===== config.mk =====
export PLATFORM = sky130hd
export DESIGN_NAME = seg7_irrigacao_decoder_flat
export DESIGN_NICKNAME = d
export VERILOG_FILES = /design/src/rtl/seg7_irrigacao_decoder_if.sv /design/src/rtl/seg7_irrigacao_decoder.sv /design/src/flat_wrapper.sv
export SDC_FILE = /design/constraint.sdc
export NUM_CORES = 1
export LEC_CHECK = 0
export BUFFER_PORTS_ARGS = -buffer_cell sky130_fd_sc_hd__buf_2
export CORE_MARGIN = 5
export CORE_UTILIZATION = 35
export DETAILED_ROUTE_END_ITERATION = 10
export PLACE_DENSITY = 0.53
export SLEW_MARGIN = 10
export SYNTH_ARGS = -nofsm -noshare
export SYNTH_HDL_FRONTEND = slang
export SYNTH_SLANG_ARGS = --single-unit

===== constraint.sdc =====
create_clock -name clk -period 2.2 [get_ports clk]
set_input_delay 0.22 -clock clk [delete_from_list [all_inputs] [get_ports clk]]
set_output_delay 0.22 -clock clk [all_outputs]
set_load 0.01 [all_outputs]

===== src/rtl/seg7_irrigacao_decoder_if.sv =====
// Handshake bundle carrying decoded irrigation events.
// master: code/out_valid out, out_ready in; slave: reverse.
interface seg7_irrigacao_decoder_if;
  logic [1:0] code;
  logic       out_valid;
  logic       out_ready;

  modport master (
    output code,
    output out_valid,
    input  out_ready
  );

  modport slave (
    input  code,
    input  out_valid,
    output out_ready
  );
endinterface


===== src/rtl/seg7_irrigacao_decoder.sv =====
// Irrigation 7-seg receiver: debounces A..G, decodes the 2-bit code,
// emits one event per accepted change over bus (code/out_valid/out_ready).
// Ports: clk, reset (sync, active-high), A..G segment lines, bus (master),
// err pulse, err_cnt saturating illegal count, ovf sticky drop flag.
// SEG_ACTIVE_LOW_EN: treat A..G as active-low (common-anode display).
module seg7_irrigacao_decoder #(
  parameter int STABLE_CYCLES = 4,
  parameter int ERR_W         = 4
) (
  input  logic             clk,
  input  logic             reset,
  input  logic             A,
  input  logic             B,
  input  logic             C,
  input  logic             D,
  input  logic             E,
  input  logic             F,
  input  logic             G,
  seg7_irrigacao_decoder_if.master bus,
  output logic             err,
  output logic [ERR_W-1:0] err_cnt,
  output logic             ovf
);

  typedef enum logic {
    SETTLE,
    LOCKED
  } state_t;

  localparam logic [3:0] STABLE =
    4'(STABLE_CYCLES);
  localparam logic [ERR_W-1:0] ONE =
    {{(ERR_W-1){1'b0}}, 1'b1};

  state_t     state;
  logic [6:0] word;
  logic [6:0] seg_q;
  logic [3:0] cnt;
  logic [3:0] cnt_nxt;
  logic [6:0] last_acc;
  logic       last_vld;
  logic       legal;
  logic [1:0] dec;
  logic       free;
  logic       fresh;

`ifdef SEG_ACTIVE_LOW_EN
  assign word = ~{A, B, C, D, E, F, G};
`else
  assign word = {A, B, C, D, E, F, G};
`endif

  always_comb begin
    legal = 1'b1;
    dec   = 2'b00;
    unique case (1'b1)
      (word == 7'b0000000): dec = 2'b00;
      (word == 7'b1111110): dec = 2'b01;
      (word == 7'b0110000): dec = 2'b10;
      (word == 7'b1101101): dec = 2'b11;
      default:              legal = 1'b0;
    endcase
  end

  assign cnt_nxt = cnt + 4'd1;
  // Room for a new event if empty or draining this edge.
  assign free = !bus.out_valid || bus.out_ready;
  // last_vld=0 is the NONE sentinel: nothing matches it.
  assign fresh = !last_vld || (word != last_acc);

  always_ff @(posedge clk) begin
    if (reset) begin
      state         <= SETTLE;
      seg_q         <= 7'b0;
      cnt           <= 4'd0;
      last_acc      <= 7'b0;
      last_vld      <= 1'b0;
      bus.code      <= 2'b00;
      bus.out_valid <= 1'b0;
      err           <= 1'b0;
      err_cnt       <= '0;
      ovf           <= 1'b0;
    end else begin
      err <= 1'b0;
      if (bus.out_valid && bus.out_ready)
        bus.out_valid <= 1'b0;
      if (word != seg_q) begin
        seg_q <= word;
        cnt   <= 4'd0;
        state <= SETTLE;
      end else if (state == SETTLE) begin
        cnt <= cnt_nxt;
        if (cnt_nxt == STABLE) begin
          state <= LOCKED;
          if (fresh) begin
            last_acc <= word;
            last_vld <= 1'b1;
            if (legal) begin
              if (free) begin
                bus.code      <= dec;
                bus.out_valid <= 1'b1;
              end else begin
                ovf <= 1'b1;
              end
            end else begin
              err <= 1'b1;
              if (err_cnt != '1)
                err_cnt <= err_cnt + ONE;
            end
          end
        end
      end
    end
  end

endmodule


===== src/flat_wrapper.sv =====
// flat-port wrapper written by rule: the top's interface ports become plain ports
module seg7_irrigacao_decoder_flat 
#(
  parameter int STABLE_CYCLES = 4,
  parameter int ERR_W         = 4
)
  (clk, reset, A, B, C, D, E, F, G, err, err_cnt, ovf, bus_code, bus_out_valid, bus_out_ready);
  seg7_irrigacao_decoder_if bus_i ();
  input  logic clk;
  input  logic reset;
  input  logic A;
  input  logic B;
  input  logic C;
  input  logic D;
  input  logic E;
  input  logic F;
  input  logic G;
  output logic err;
  output logic [ERR_W-1:0] err_cnt;
  output logic ovf;
  output wire logic [$bits(bus_i.code)-1:0] bus_code;
  output wire logic [$bits(bus_i.out_valid)-1:0] bus_out_valid;
  input wire logic [$bits(bus_i.out_ready)-1:0] bus_out_ready;
  assign bus_code = bus_i.code;
  assign bus_out_valid = bus_i.out_valid;
  assign bus_i.out_ready = bus_out_ready;
  seg7_irrigacao_decoder #(.STABLE_CYCLES(STABLE_CYCLES), .ERR_W(ERR_W)) u_core (.clk(clk), .reset(reset), .A(A), .B(B), .C(C), .D(D), .E(E), .F(F), .G(G), .bus(bus_i), .err(err), .err_cnt(err_cnt), .ovf(ovf));
endmodule

==> results.txt <==
The run gives 0.358 as the effective utilization at floorplan. Setup repair after global routing left no endpoint under its margin. For the clock insertion delay at the later pin of the skew report, the log shows 0.27 ns.

The tools report the gate count after technology mapping as 148. The total setup violations reported at the end of the flow was 0; the register bit count reported by yosys was 29. The overall die area was 5480 um2; the post-route standard cell area excluding fillers was 1620 um2. The floorplan has 23 rows.

The post-detailed-route via-to-cell ratio is 4.77, and the pin count of the biggest net entering global routing is 29. In the layout the commonest cells are 29 x sky130_fd_sc_hd__dfxtp_1, 19 x sky130_fd_sc_hd__nor2_1, 18 x sky130_fd_sc_hd__buf_2. STA puts the critical path data required time at 2.35 ns. In this run the power density over the cells is 623 nW/um2. After detailed placement, the total cell area comes to 1540 um2.

The synthesis warning total was 0. The achievable frequency was 507 MHz; the number of buffers inserted for hold repair after clock tree synthesis was 0. During I/O placement, the number of pins put on the boundary was 19. The number of antenna diodes in the final layout is 0.

From synthesis to final layout, the design area changed by 12.9%. The share of synthesized registers carrying an async set or reset was 0; the share of the cycle needed by the critical path after routing was 0.896. For the number of nets produced by synthesis, the log shows 161. The fraction of layout instances using a drive strength above 1 was 0.205.

The synthesized netlist occupies a cell area of 1430 um2. The run gives 0.00259 ns as the clock tree skew after final layout. The worst setup path is captured at a register. The number of setup buffers added after CTS is 0. In this run the worst hold path is classified as input pin to register.

STA classifies the critical path startpoint as a register. After the first detailed-routing iteration, the DRC count stood at 30. In this run the remaining antenna-violating nets after routing total 0.

The tools report the number of global-route vias before repair as 1051. Dividing the detail-routed wire length by the instance count gives 12.7 um. After synthesis, the mean cell area works out to 9.69 um2. The post-layout minimum cycle time is 1.97 ns, and the number of buffers added on ports is 18. The tools report the count of different cell masters after synthesis as 36.

For the total wire length after detailed routing, the log shows 2730 um. Max-slew headroom at the worst pin: 0.683. Number of synthesized flops with an enable pin: 0. Data on the critical path arrives at its endpoint at 2.12 ns. The tools report the DRC violation count after routing as 0. TritonCTS built the clock tree. The run gives 4660 um as the first-pass GRT wire length. The flow ran to the end, and the final reports show no timing, DRC or antenna violations.

The logs give 0.112 for the overall routing resource usage and 0.405 for the proportion of synthesized chip area in sequential cells. The transition time of the tightest slew-check pin was 0.475 ns. The number of antenna violations at the first check in global routing was 0; the number of max-slew violations in the final report was 0. The setup path with the least slack is of type register to register. The power after layout is 1010 uW. CTS built an H-tree with a depth of 2. From bottom edge to top edge, the die measures 74.0 um.

Once the clock tree was built, the resizer swapped 0 gates to a different size. For this run the aggregate overflow at the end of global routing stands at 0. The pre-antenna-repair detailed-routing pass consisted of 4 iterations. The routability congestion estimate was 0.782.

The worst supply voltage drop on vdd was 0.324 mV; the die width was 74.0 um. After clock tree synthesis, the clock-pin slew on the worst setup and hold paths is 0.06 ns. The floorplan step defined a core boundary enclosing 4000 um2. The logs give 1031 for the via count of the routed design and 0 for the hold violation total from the final report. The most common library cell in the layout ignoring fill and taps is sky130_fd_sc_hd__dfxtp_1. The run gives 0.224 ns as the post-placement setup slack.

Max-cap violations in this run came to 0. The final-layout setup total negative slack is 0 ns, and the number of placed instances, taps included is 208. The dominant register cell in the synthesized netlist is sky130_fd_sc_hd__dfxtp_1. In this run the static leakage power is 0.000632 uW. Once detailed placement completed, the half-perimeter wirelength came to 2010 um. The logs give 0.229 ns for the setup slack of the critical path after layout and 2 for the buffer depth of the longest clock path.

The cell sitting at the root of the clock tree is a sky130_fd_sc_hd__clkbuf_8. The post-route non-filler standard cell count came out at 216. The run gives 178 as the final layout net count. Counting the buffers created by CTS gives 5. Along the worst path, the maximum fanout reaches 8. The clock net sink count is 29.
==> final timing paths <==
| kind | from | to | slack [ns] | depth (start not counted) |
|---|---|---|---|---|
| max reg2reg | u_core.cnt[0] | u_core.last_acc[6] | 0.23 | 7 |
| min | E | u_core.seg_q[2] | 0.27 | 2 |
| max | u_core.cnt[0] | u_core.last_acc[6] | 0.23 | 7 |
| min reg2reg | u_core.ovf | u_core.ovf | 0.47 | 2 |
==> state kept, by name, summed over array words and instances, names as in the netlist <==
signal / cells
u_core.bus.code: 2
u_core.bus.out_valid: 1
u_core.cnt: 4
u_core.err: 1
u_core.err_cnt: 4
u_core.last_acc: 7
u_core.last_vld: 1
u_core.ovf: 1
u_core.seg_q: 7
u_core.state: 1
==> layer usage <==
layer  part of all wire  routed length [um]  global-route usage
met2               0.48                1300               0.180
met1               0.47                1290               0.137
met3              0.038                 104              0.0324
met5                  0                   0                   0
met4              0.015                  40              0.0543
==> synthesized netlist by cell type, drive strengths merged, types with 2 or more instances <==
cell type  number  area, um2
mux2i          11        110
and3            5       36.3
o21ai           2       10.0
xnor2          13        114
a31oi           3       18.8
clkbuf          5       18.8
nand2           7       26.3
xor2            5       43.8
dfxtp          29        581
buf             6       51.3
nor2b           9       56.3
ha              3       37.5
nor2           19       71.3
nand3b          2       27.5
nand2b          7       43.8
nand3           2       10.0
nand4           5       31.3
==> power breakdown <==
group,switching [uW],internal [uW],leakage [uW],total (uW)
logic,36.4,28.2,0.000357,64.6
registers,3.36,532,0.000235,536
clock network,184,224,0.0000395,408
total,224,785,0.000632,1010
==> metrics by stage <==
stage / hold WS, ns / util
after floorplan: 0.440 / -
after global placement: 0.461 / 0.385
after detailed placement: 0.466 / 0.385
after CTS: 0.260 / 0.405
after global routing: 0.273 / 0.405
final: 0.272 / 0.405
==> area by class of cell <==
| type | instances | area [um2] |
|---|---|---|
| clock buffer | 8 | 80.1 |
| fill | 394 | 2380 |
| multi-input combinational | 108 | 783 |
| sequential | 29 | 581 |
| tap | 50 | 62.6 |
| timing repair buffer | 21 | 113 |
==> kinds of logic after synthesis <==
kind of cell / after synthesis / share of synthesized area
and+or+nand+nor: 64 / 0.263
DFF: 29 / 0.405
xor gates and xnor gates: 18 / 0.110
muxes: 12 / 0.0873
AOI/OAI and AO/OA: 11 / 0.0602
buffers and inverters: 11 / 0.0489
adders and majority gates: 3 / 0.0262
==> worst max-delay path, cell delays in order (launching register included) <==
cell,delay [ns]
sky130_fd_sc_hd__dfxtp_1,0.42
sky130_fd_sc_hd__ha_1,0.22
sky130_fd_sc_hd__nand2_1,0.06
sky130_fd_sc_hd__o32ai_1,0.35
sky130_fd_sc_hd__and4bb_2,0.32
sky130_fd_sc_hd__buf_4,0.21
sky130_fd_sc_hd__mux2i_1,0.22
sky130_fd_sc_hd__nor2_1,0.05
Note: power is estimated with default switching activity, not from simulation.
